$ cat src/rtl/uart_tx_ser.sv
// uart_tx_ser: byte-to-serial UART transmitter.
// The input side has a one-deep holding register, so the next byte can be queued
// while the current frame shifts out.
// It sends 8N1 frames by default.
// Define UART_TX_PARITY_EN to compile in an even-parity bit, which gives 8E1 frames.
// STOP_BITS selects 1 or 2 stop bits.
module uart_tx_ser #(
   parameter int unsigned CLK_HZ    = 100_000_000,
   parameter int unsigned BAUD      = 115_200,
   parameter int unsigned STOP_BITS = 1
) (
   input  logic       gclk,
   input  logic       rst_n,
   input  logic [7:0] tx_data,
   input  logic       tx_valid,
   output logic       tx_ready,
   output logic       uart_tx_out,
   output logic       busy
);

   localparam int unsigned CLKS_PER_BIT = (CLK_HZ + BAUD / 2) / BAUD;
   localparam int unsigned BaudW        = $clog2(CLKS_PER_BIT);
   localparam logic [BaudW-1:0] BaudLast = BaudW'(CLKS_PER_BIT - 1);
   localparam logic [2:0]       StopLast = 3'(STOP_BITS - 1);

   typedef enum logic [2:0] {
      StIdle   = 3'd0,
      StStart  = 3'd1,
      StData   = 3'd2,
`ifdef UART_TX_PARITY_EN
      StParity = 3'd3,
`endif
      StStop   = 3'd4
   } state_e;

   state_e           state_q, state_d;
   logic [BaudW-1:0] baud_q, baud_d;
   logic [2:0]       bit_q, bit_d;
   logic [7:0]       shift_q, shift_d;
   logic [7:0]       hold_q, hold_d;
   logic             hold_full_q, hold_full_d;
   logic             line_q, line_d;
   logic             baud_tick;
   logic             load;
`ifdef UART_TX_PARITY_EN
   logic             parity_q, parity_d;
`endif

   assign baud_tick   = (baud_q == BaudLast);
   assign tx_ready    = !hold_full_q && rst_n;
   assign busy        = (state_q != StIdle) || hold_full_q;
   assign uart_tx_out = line_q;

   // Next-state logic: frame sequencing, holding register, and the registered line value
   always_comb begin
      state_d     = state_q;
      baud_d      = baud_tick ? '0 : baud_q + 1'b1;
      bit_d       = bit_q;
      shift_d     = shift_q;
      hold_d      = hold_q;
      hold_full_d = hold_full_q;
      line_d      = line_q;
      load        = 1'b0;
`ifdef UART_TX_PARITY_EN
      parity_d    = parity_q;
`endif

      unique case (state_q)
         StIdle: begin
            baud_d = '0;
            if (hold_full_q) load = 1'b1;
         end
         StStart: begin
            if (baud_tick) begin
               state_d = StData;
               bit_d   = '0;
            end
         end
         StData: begin
            if (baud_tick) begin
               if (bit_q == 3'd7) begin
`ifdef UART_TX_PARITY_EN
                  state_d = StParity;
`else
                  state_d = StStop;
`endif
                  bit_d = '0;
               end else begin
                  bit_d   = bit_q + 3'd1;
                  shift_d = {1'b0, shift_q[7:1]};
               end
            end
         end
`ifdef UART_TX_PARITY_EN
         StParity: begin
            if (baud_tick) begin
               state_d = StStop;
               bit_d   = '0;
            end
         end
`endif
         StStop: begin
            if (baud_tick) begin
               if (bit_q == StopLast) begin
                  // A queued byte starts its frame on this same edge, so no idle gap appears.
                  if (hold_full_q) load = 1'b1;
                  else             state_d = StIdle;
               end else begin
                  bit_d = bit_q + 3'd1;
               end
            end
         end
         default: state_d = StIdle;
      endcase

      if (load) begin
         state_d     = StStart;
         shift_d     = hold_q;
         hold_full_d = 1'b0;
         bit_d       = '0;
         baud_d      = '0;
`ifdef UART_TX_PARITY_EN
         parity_d    = ^hold_q;
`endif
      end

      // tx_ready is low while a byte is held, so an accept and a load never coincide.
      if (tx_valid && tx_ready) begin
         hold_d      = tx_data;
         hold_full_d = 1'b1;
      end

      // The line value is derived from the next state, so the output can be registered.
      case (state_d)
         StStart:  line_d = 1'b0;
         StData:   line_d = shift_d[0];
`ifdef UART_TX_PARITY_EN
         StParity: line_d = parity_d;
`endif
         default:  line_d = 1'b1;
      endcase
   end

   // State register with synchronous active-low reset; reset drives the line to idle high
   always_ff @(posedge gclk) begin
      if (!rst_n) begin
         state_q     <= StIdle;
         baud_q      <= '0;
         bit_q       <= '0;
         shift_q     <= '0;
         hold_q      <= '0;
         hold_full_q <= 1'b0;
         line_q      <= 1'b1;
`ifdef UART_TX_PARITY_EN
         parity_q    <= 1'b0;
`endif
      end else begin
         state_q     <= state_d;
         baud_q      <= baud_d;
         bit_q       <= bit_d;
         shift_q     <= shift_d;
         hold_q      <= hold_d;
         hold_full_q <= hold_full_d;
         line_q      <= line_d;
`ifdef UART_TX_PARITY_EN
         parity_q    <= parity_d;
`endif
      end
   end

endmodule

$ cat config.mk
export PLATFORM = sky130hd
export DESIGN_NAME = uart_tx_ser
export DESIGN_NICKNAME = d
export VERILOG_FILES = /design/src/rtl/uart_tx_ser.sv
export SDC_FILE = /design/constraint.sdc
export NUM_CORES = 1
export LEC_CHECK = 0
export ABC_AREA = 1
export CAP_MARGIN = 20
export CORE_MARGIN = 2
export CORE_UTILIZATION = 30
export CTS_CLUSTER_SIZE = 16
export DETAILED_ROUTE_END_ITERATION = 6
export PLACE_DENSITY_LB_ADDON = 0.08
export SYNTH_ARGS = -nofsm -noshare
export SYNTH_HDL_FRONTEND = slang
export SYNTH_SLANG_ARGS = --single-unit
$ cat constraint.sdc
create_clock -name gclk -period 4.5 [get_ports gclk]
set_input_delay 0.9 -clock gclk [delete_from_list [all_inputs] [get_ports gclk]]
set_output_delay 0.9 -clock gclk [all_outputs]
set_load 0.05 [all_outputs]
==> results.md, run 1 <==
- Post-route insts no fill: 330
- Vias in the first global route: 1,342
- Most common cell in the netlist: nand2_1
- Crit. End Element: output port
- CP Class: in -> out
- RSZ-0062 raised after global routing: no
- Flop pwr share: about half
- Die ar.: 0.00611 mm2
- Setup ws final: ~1 ns
- Max_slew headroom: between 60 and 70%
- WHS: between 0.4 and 0.5 ns
- DR vias: 1,441
- Placed inst area: between 0.0015 and 0.002 mm2
- H-tree levels: 2
- Synthesized area: ~0.0016 mm2
- CP Data Arrival Time: roughly 2.6 ns
- Peak Freq: about 290 MHz
- Initial Util: between 30% and 40%
- Final Hold Viols: 0
- First-pass GRT wire length: 6230 um
- Nets: between 200 and 300
- DR iter-0 viols: between 80 and 90
- GRT Total Usage: between 10% and 20%
- Pin count of the biggest net entering global routing: 15
- Sequential cell area: roughly 680 um2
- PostCTS Resize Cnt: 0
- Final Max Tran Viols: 0
- Util after Layout: 37.4%
- Total chip power: 0.660 mW
- Final instance area: 0.00194 mm2
- Leak: around 0.92 nW
- I/O Buffers: 13
- Gate Count Post-Synth: 241
- Post-synth EDFFs: 0
- Core ar.: about 0.0052 mm2
- Synth Flop Type: dfxtp_1
- Fill cells: 596
- Switching Share: between 20% and 30%
- Number of CTS-inserted buffers: 5
- Final setup fails: 0
- Post-Route WL: 3640 um
- Row count: 26
- Maximum root-to-sink buffer count: 2
- CP startpoint kind: input port
- Req. time, crit path: between 3 and 4 ns
- CTS root buf: clkbuf_8
- Detail-routed net length per standard cell: 11.0 um
- Clock skew: about 0.0038 ns
- Final Wtd Congestion: slightly above 0.8
- Post-synth ARST share: 0%
- Internal: 0.480 mW
- Min-Delay Path Class: reg -> reg
- Synth unique cells: 24
- Synth Area per Inst: 6.84 um2
- Placed cell count: 322
- Maximum vdd drop: between 0.0001 and 0.00015 V
- Hold_buf cts: 0
- Ratio of cells with drive above 1 in the final layout: between 8 and 9%
- DR DRC count: 0
- Multi-input logic area: 808 um2
- Status: completed
- # IOs: 14
- Placement Setup Slack: ~1 ns
- Max Cap Viol: 0
- Die X: 78.1 um
- Post-CTS Setup Inserts: 0
- Gr ovfl total: 0
- Hpwl dp: around 2700 um
- Clock Sinks: 34
- N_diodes: 0
- Setup TNS: 0 ns
- Synth Warn #: 0
- Switching power: about 0.18 mW
- ANT nets after route: 0
- Drt pass-1 iters: 4
- Final period utilization: 77.7%
- Most frequent cells after synthesis: nand2_1, dfxtp_1, inv_1
- Yosys reg bits: 34
- Comb pwr share: 14.7%
- Min Tclk post-route: approximately 3.5 ns
- Share of the synthesized area in the top cell type: approximately two fifths
- Initial antenna violation count: 0
- Pwr dens: between 300 and 400 mW/mm2
- Synthesized Nets: approximately 260
- Largest area contributor in the netlist: dfxtp_1
- Seq/Total Area, Yosys: between 40% and 50%
- Worst Tran Pin Value: between 0.4 and 0.5 ns
- Worst-path clk slew: ~0.070 ns
- Die Y: 78.1 um
- Clock power share: between 30% and 40%
- Worst-path maximum fanout: 14
- Clock Latency Late Sink: ~0.29 ns
- Vias per cell: approximately 4.4
- CTS tree: done
- Main area contributors after synthesis: dfxtp_1, nand2_1, inv_1, nand3_1, nor2_1
- Area growth from synthesis to layout: 17.9%
## flip-flops by register name, indices dropped and copies added (netlist names)
register,cells
baud_q,10
hold_q,8
shift_q,8
bit_q,3
state_q,3
hold_full_q,1
uart_tx_out,1
## area by class of cell
cell class,count,area share (%)
clock buffer,7,4.44
clock inverter,1,0.257
inverter,37,7.14
multi-input combinational,167,41.6
sequential,34,35.0
tap,70,4.50
timing repair buffer,14,7.08
## power groups by stage
stage / logic (mW) / clock network (mW) / registers [mW]
finish: 0.0971 / 0.233 / 0.330
global route: 0.110 / 0.256 / 0.332
CTS: 0.0988 / 0.243 / 0.329
detailed placement: 0.0985 / 0 / 0.336
global placement: 0.0980 / 0 / 0.337
floorplan: 0.0662 / 0 / 0.338
## placed cells by master (no fill, tap or decap)
master,n
a21boi_0,1
a21oi_1,6
a31oi_1,1
buf_4,1
clkbuf_1,1
clkbuf_8,6
clkdlybuf4s50_1,13
clkinv_2,1
dfxtp_1,34
ha_1,4
inv_1,33
inv_2,4
nand2_1,69
nand2_2,4
nand2_4,1
nand3_1,23
nand3_2,2
nand4_1,5
nor2_1,26
nor2_2,2
nor2_4,1
nor2_8,1
nor3_1,3
nor3b_1,2
nor4_1,1
o21ai_0,10
o21ai_1,5
## path summary, 6_finish.rpt
path                   startpoint                 endpoint  slack [ns]  cells past startpoint
min          baud_q[0]$_SDFF_PP0_     baud_q[0]$_SDFF_PP0_        0.45                      1
max reg2reg  baud_q[0]$_SDFF_PP0_  shift_q[2]$_SDFFE_PN0P_        2.58                     12
min reg2reg  baud_q[0]$_SDFF_PP0_     baud_q[0]$_SDFF_PP0_        0.45                      1
max                         rst_n                 tx_ready        1.00                      5
## kinds of logic (layout without fill, tap and decap cells)
family	Yosys count	after routing	share of synthesized area (%)
simple gates	140	140	38.8
flops	34	34	41.3
fa+ha+maj	4	4	3.04
buf+inv	40	59	9.71
compound gates	23	23	7.21
## layer usage
metal,vias to the layer above,wire [um],global-route usage [%]
met4,0,42,5.26
met5,-,0,0
met3,4,143,4.37
met1,618,1950,17.1
met2,26,1500,20.2
li1,793,-,-
## critical path, stage by stage
cell and delay [ns]:
clkdlybuf4s50_1 0.45, buf_4 0.20, inv_2 0.07, nor2_1 0.14
clkdlybuf4s50_1 0.83
(Power assumes the default switching activity.)
==> run 2: changes to the inputs <==
==> constraint.sdc (replaced) <==
create_clock -name gclk -period 3.1 [get_ports gclk]
set_input_delay 0.62 -clock gclk [delete_from_list [all_inputs] [get_ports gclk]]
set_output_delay 0.62 -clock gclk [all_outputs]
set_load 0.05 [all_outputs]
==> run 2 against run 1 <==
  * Global-route usage up 0.28 points
  * Hold slack worse by 0.0018 ns
  * Sequential share of layout area about the same
  * Via count up 1.9%
  * Sequential power up 45%
  * Flip-flop and latch count unchanged
  * First-iteration DRC count down 38%
  * Utilization about the same
  * Setup slack worse by 0.22 ns
  * Cell count down 0.61%
  * Critical endpoint is now busy
  * Highest routed layer unchanged
==> results.md, run 2 (synthesis gave the netlist of run 1 again) <==
- Gr ovfl total: 0
- Post-CTS Setup Inserts: 0
- DR vias: between 1,000 and 1,500
- Internal: ~0.69 mW
- Pwr dens: slightly below 500 mW/mm2
- Setup TNS: 0 ns
- Largest registers: baud_q x10, hold_q x8, shift_q x8
- Final setup fails: 0
- Maximum vdd drop: 0.000193 V
- Sequence of cells on the critical path: inv_1 -> nand2_1 -> nor2_1 -> nand2_1 -> clkdlybuf4s50_1
- ANT nets after route: 0
- Nets: around 270
- Area growth from synthesis to layout: 18.0%
- Setup ws final: between 0.7 and 0.8 ns
- Placement Setup Slack: approximately 0.87 ns
- Status: completed
- Core ar.: 0.00520 mm2
- Vias in the first global route: roughly 1,400
- RSZ-0062 raised after global routing: no
- Switching power: roughly 0.25 mW
- Clock Sinks: 34
- Final Hold Viols: 0
- Final period utilization: 74.6%
- Min-Delay Path Class: reg -> reg
- Drt pass-1 iters: 5
- CTS root buf: clkbuf_8
- CP Class: reg -> out
- CP most frequent cell: nand2_1
- Worst-path clk slew: about 0.07 ns
- H-tree levels: 2
- # IOs: 14
- Most frequent cells in the layout: nand2_1, dfxtp_1, inv_1
- Max reg flops: 10
- Max_slew headroom: between 60 and 70%
- Number of CTS-inserted buffers: 5
- Worst-path maximum fanout: 3
- Most common cell after layout, fill and taps aside: nand2_1
- Leak: 0.923 nW
- Maximum root-to-sink buffer count: 2
- Most flops, register: baud_q
- R2R Setup Slk: around 1.2 ns
- PostCTS Resize Cnt: 0
- CP Data Arrival Time: about 1.7 ns
- Initial antenna violation count: 0
- Switching Share: a little over a quarter
- Row count: 26
- Flop pwr share: 50.5%
- Hold_buf cts: 0
- Die X: 78.1 um
- Min Tclk post-route: 2.31 ns
- Clock power share: between 30% and 40%
- Die Y: roughly 78 um
- Hpwl dp: roughly 2700 um
- Vias per cell: 4.48
- N_diodes: 0
- Detail-routed net length per standard cell: between 10 and 15 um
- Slowest CP cell: clkdlybuf4s50_1
- Clock Latency Late Sink: roughly 0.28 ns
- CP startpoint kind: flip-flop
- Peak Freq: between 400 and 500 MHz
- Comb pwr share: around 15%
- Slowest stage delay, CP: 0.70 ns
- Max Cap Viol: 0
- First-pass GRT wire length: 6400 um
- Ratio of cells with drive above 1 in the final layout: 8.91%
- Post-Route WL: roughly 3600 um
- Worst Tran Pin Value: roughly 0.5 ns
- Fill cells: approximately 600
- I/O Buffers: 13
- Pin count of the biggest net entering global routing: 15
- Crit. End Element: output port
- Post-route insts no fill: between 300 and 400
- Placed cell count: between 300 and 400
- Initial Util: between 30% and 40%
- Clock skew: 0.00387 ns
- Die ar.: 0.00611 mm2
- DR iter-0 viols: 50
- GRT Total Usage: approximately 13%
- Req. time, crit path: 2.48 ns
- Final Max Tran Viols: 0
- CTS tree: done
- Final Wtd Congestion: between 0.7 and 0.8
- DR DRC count: 0
[run 2: routing by layer]
metal / vias up / GRT usage [%] / wire, um
li1: 791 / - / -
met1: 643 / 18.0 / 1890
met2: 27 / 20.6 / 1510
met3: 7 / 3.22 / 176
met4: 0 / 5.79 / 66
met5: - / 0 / 0
[run 2: layout make-up]
class | instances | area [um2] | share of cell area, %
multi-input cells | 167 | 808 | 41.5
flip-flops and latches | 34 | 681 | 35.0
repair buffers | 14 | 148 | 7.59
inverters | 37 | 139 | 7.14
well taps | 70 | 87.6 | 4.50
clock buffers | 6 | 82.6 | 4.24
[run 2: per-stage QoR]
step                      hold WS, ns  utilization (%)  area [um2]  total power, mW
after floorplan                 0.418                -        1650            0.587
after global placement          0.437             35.8        1860            0.634
after detailed placement        0.444             35.8        1860            0.633
after CTS                       0.455             37.4        1950            0.965
after global routing            0.481             37.4        1950            0.997
final                           0.449             37.4        1950            0.945
[run 2: worst max-delay path: cells and delay by family, from the launching register on]
| family | cells | cell delay (ns) |
|---|---|---|
| buf+inv | 2 | 0.78 |
| flops | 1 | 0.31 |
| simple gates | 3 | 0.32 |
[run 2: final timing paths]
kind,start,to,cells after the start
hold / removal,baud_q[0]$_SDFF_PP0_,baud_q[0]$_SDFF_PP0_,1
setup / recovery,state_q[1]$_SDFF_PN0_,busy,5
setup reg to reg,baud_q[0]$_SDFF_PP0_,shift_q[6]$_SDFFE_PN0P_,12
hold reg to reg,baud_q[0]$_SDFF_PP0_,baud_q[0]$_SDFF_PP0_,1
[run 2: power by group through the flow]
| stage | clock, mW | sequential (mW) | combinational [mW] |
|---|---|---|---|
| after floorplan | 0 | 0.490 | 0.0961 |
| after global placement | 0 | 0.488 | 0.146 |
| after detailed placement | 0 | 0.488 | 0.146 |
| after CTS | 0.340 | 0.478 | 0.146 |
| after global routing | 0.352 | 0.481 | 0.164 |
| final | 0.323 | 0.478 | 0.144 |
==> run 3: changes to the inputs <==
==> constraint.sdc (replaced) <==
create_clock -name gclk -period 2.38 [get_ports gclk]
set_input_delay 0.476 -clock gclk [delete_from_list [all_inputs] [get_ports gclk]]
set_output_delay 0.476 -clock gclk [all_outputs]
set_load 0.05 [all_outputs]
==> run 3 against run 2 <==
  * Die area did not move
  * Largest power group unchanged
  * First-iteration DRC count rose by 36%
  * Combinational power rose by 31%
  * Clock skew rose by 0.0022 ns
  * Highest routed layer unchanged
==> results.md, run 3 (synthesis gave the netlist of run 1 again) <==
- Status: completed
- GRT Total Usage: between 10% and 20%
- Leak: 0.933 nW
- ANT nets after route: 0
- Initial antenna violation count: 0
- Final Hold Viols: 0
- Max_slew headroom: about 67%
- H-tree levels: 2
- Req. time, crit path: 1.90 ns
- Most flops, register: baud_q
- Total chip power: 1.25 mW
- N_diodes: 0
- R2R Setup Slk: 0.50 ns
- Worst-path clk slew: around 0.070 ns
- Top delay family on crit path: buffers and inverters
- Die X: roughly 78 um
- Core ar.: approximately 0.0052 mm2
- Slowest stage delay, CP: ~0.8 ns
- Max reg flops: 10
- CP bufs+invs: 2
- Worst-path maximum fanout: 3
- DR iter-0 viols: 68
- Pwr dens: ~640 mW/mm2
- Final period utilization: between 90% and 100%
- PostCTS Resize Cnt: 0
- Most frequent cells in the layout: nand2_1, dfxtp_1, inv_1
- Hold depth: 1
- Reg2reg path depth: 12
- Max Cap Viol: 0
- Post-Route WL: 3610 um
- Clock Sinks: 34
- Vias per cell: around 4.4
- Hpwl dp: approximately 2700 um
- CP startpoint kind: flip-flop
- Hold_sp: baud_q[0]$_SDFF_PP0_
- Final Max Tran Viols: 0
- FF-to-FF Start: baud_q[0]$_SDFF_PP0_
- Detail-routed net length per standard cell: between 10 and 15 um
- CP Data Arrival Time: 1.69 ns
- Min-Delay Path Class: reg -> reg
- Die Y: 78.1 um
- Util after Layout: a little under two fifths
- CP most frequent cell: nand2_1
- Pin count of the biggest net entering global routing: 15
- Gr ovfl total: 0
- Setup TNS: 0 ns
- First-pass GRT wire length: 6300 um
- Maximum vdd drop: approximately 0.00026 V
- Hold Crit Endpoint: baud_q[0]$_SDFF_PP0_
- Area growth from synthesis to layout: 19.0%
- Clock skew: approximately 0.0061 ns
- Clock Latency Late Sink: between 0.2 and 0.3 ns
- Slowest CP cell: clkdlybuf4s50_1
- Worst reg2reg path endpoint: shift_q[2]$_SDFFE_PN0P_
- Peak Freq: about 460 MHz
- Row count: 26
- Post-CTS Setup Inserts: 0
- Die ar.: approximately 0.006 mm2
- WHS: between 0.4 and 0.5 ns
- Drt pass-1 iters: 4
- Ratio of cells with drive above 1 in the final layout: under 10%
- Vias in the first global route: approximately 1,300
- # IOs: 14
- Hold_buf cts: 0
- Worst Tran Pin Value: 0.499 ns
- CTS tree: done
- DR DRC count: 0
- I/O Buffers: 13
- Largest registers: baud_q x10, hold_q x8, shift_q x8
- Final setup fails: 0
- Initial Util: a little under a third
- CTS root buf: clkbuf_8
- DR vias: roughly 1,400
- Most common cell after layout, fill and taps aside: nand2_1
- Fill cells: around 590
- Nets: around 280
- Final Wtd Congestion: around 0.76
- Number of CTS-inserted buffers: 5
- Min Tclk post-route: ~2.2 ns
- CP Class: reg -> out
- Sequence of cells on the critical path: inv_1 -> nand2_1 -> nor2_1 -> nand2_1 -> clkdlybuf4s50_1
- Maximum root-to-sink buffer count: 2
- Crit. End Element: output port
- RSZ-0062 raised after global routing: no
-- run 3: how the worst max path moves through the flow --
| stage | start | to | depth (start not counted) |
|---|---|---|---|
| after floorplan | rst_n | hold_q[7]$_SDFFE_PN0P_ | 6 |
| final | state_q[0]$_SDFF_PN0_ | busy | 5 |
| after global placement | rst_n | hold_q[3]$_SDFFE_PN0P_ | 6 |
| after CTS | state_q[0]$_SDFF_PN0_ | busy | 5 |
| after global routing | state_q[1]$_SDFF_PN0_ | busy | 5 |
| after detailed placement | rst_n | hold_q[6]$_SDFFE_PN0P_ | 7 |
-- run 3: final cells by class --
type	count	area (um2)	share of cell area (%)
multi-input combinational	167	808	41.2
clock inverter	1	5.00	0.255
sequential	34	681	34.7
clock buffer	7	86.3	4.40
inverter	37	139	7.08
timing repair buffer	15	155	7.91
tap	70	87.6	4.46
-- run 3: stage by stage --
stage          setup WS (ns)  instances  area (um2)
6_report               0.216        331        1960
5_1_grt                0.122        331        1960
4_1_cts                0.201        331        1960
3_5_place_dp           0.351        323        1870
3_3_place_gp           0.411        323        1870
2_1_floorplan          0.476        241        1650
-- run 3: layer usage --
layer  wire length [um]  share of wire [%]  GRT usage (%)
met3                106                2.9           3.22
met1               1910                 53           18.0
met4                 63                1.7           5.26
met2               1530                 42           19.7
met5                  0                  0              0
-- run 3: worst reg2reg max path, delay by kind of cell (launching register included) --
kind | cells | cell delay (ns)
buffers and inverters | 3 | 0.18
and+or+nand+nor | 8 | 1.08
DFF | 1 | 0.35
adders and majority gates | 1 | 0.18
-- run 3: power breakdown --
part / internal [mW] / switching [mW] / leakage (nW) / total [mW]
Combinational: 0.0721 / 0.117 / 0.608 / 0.189
Clock: 0.233 / 0.206 / 0.0482 / 0.439
Sequential: 0.606 / 0.0162 / 0.277 / 0.623
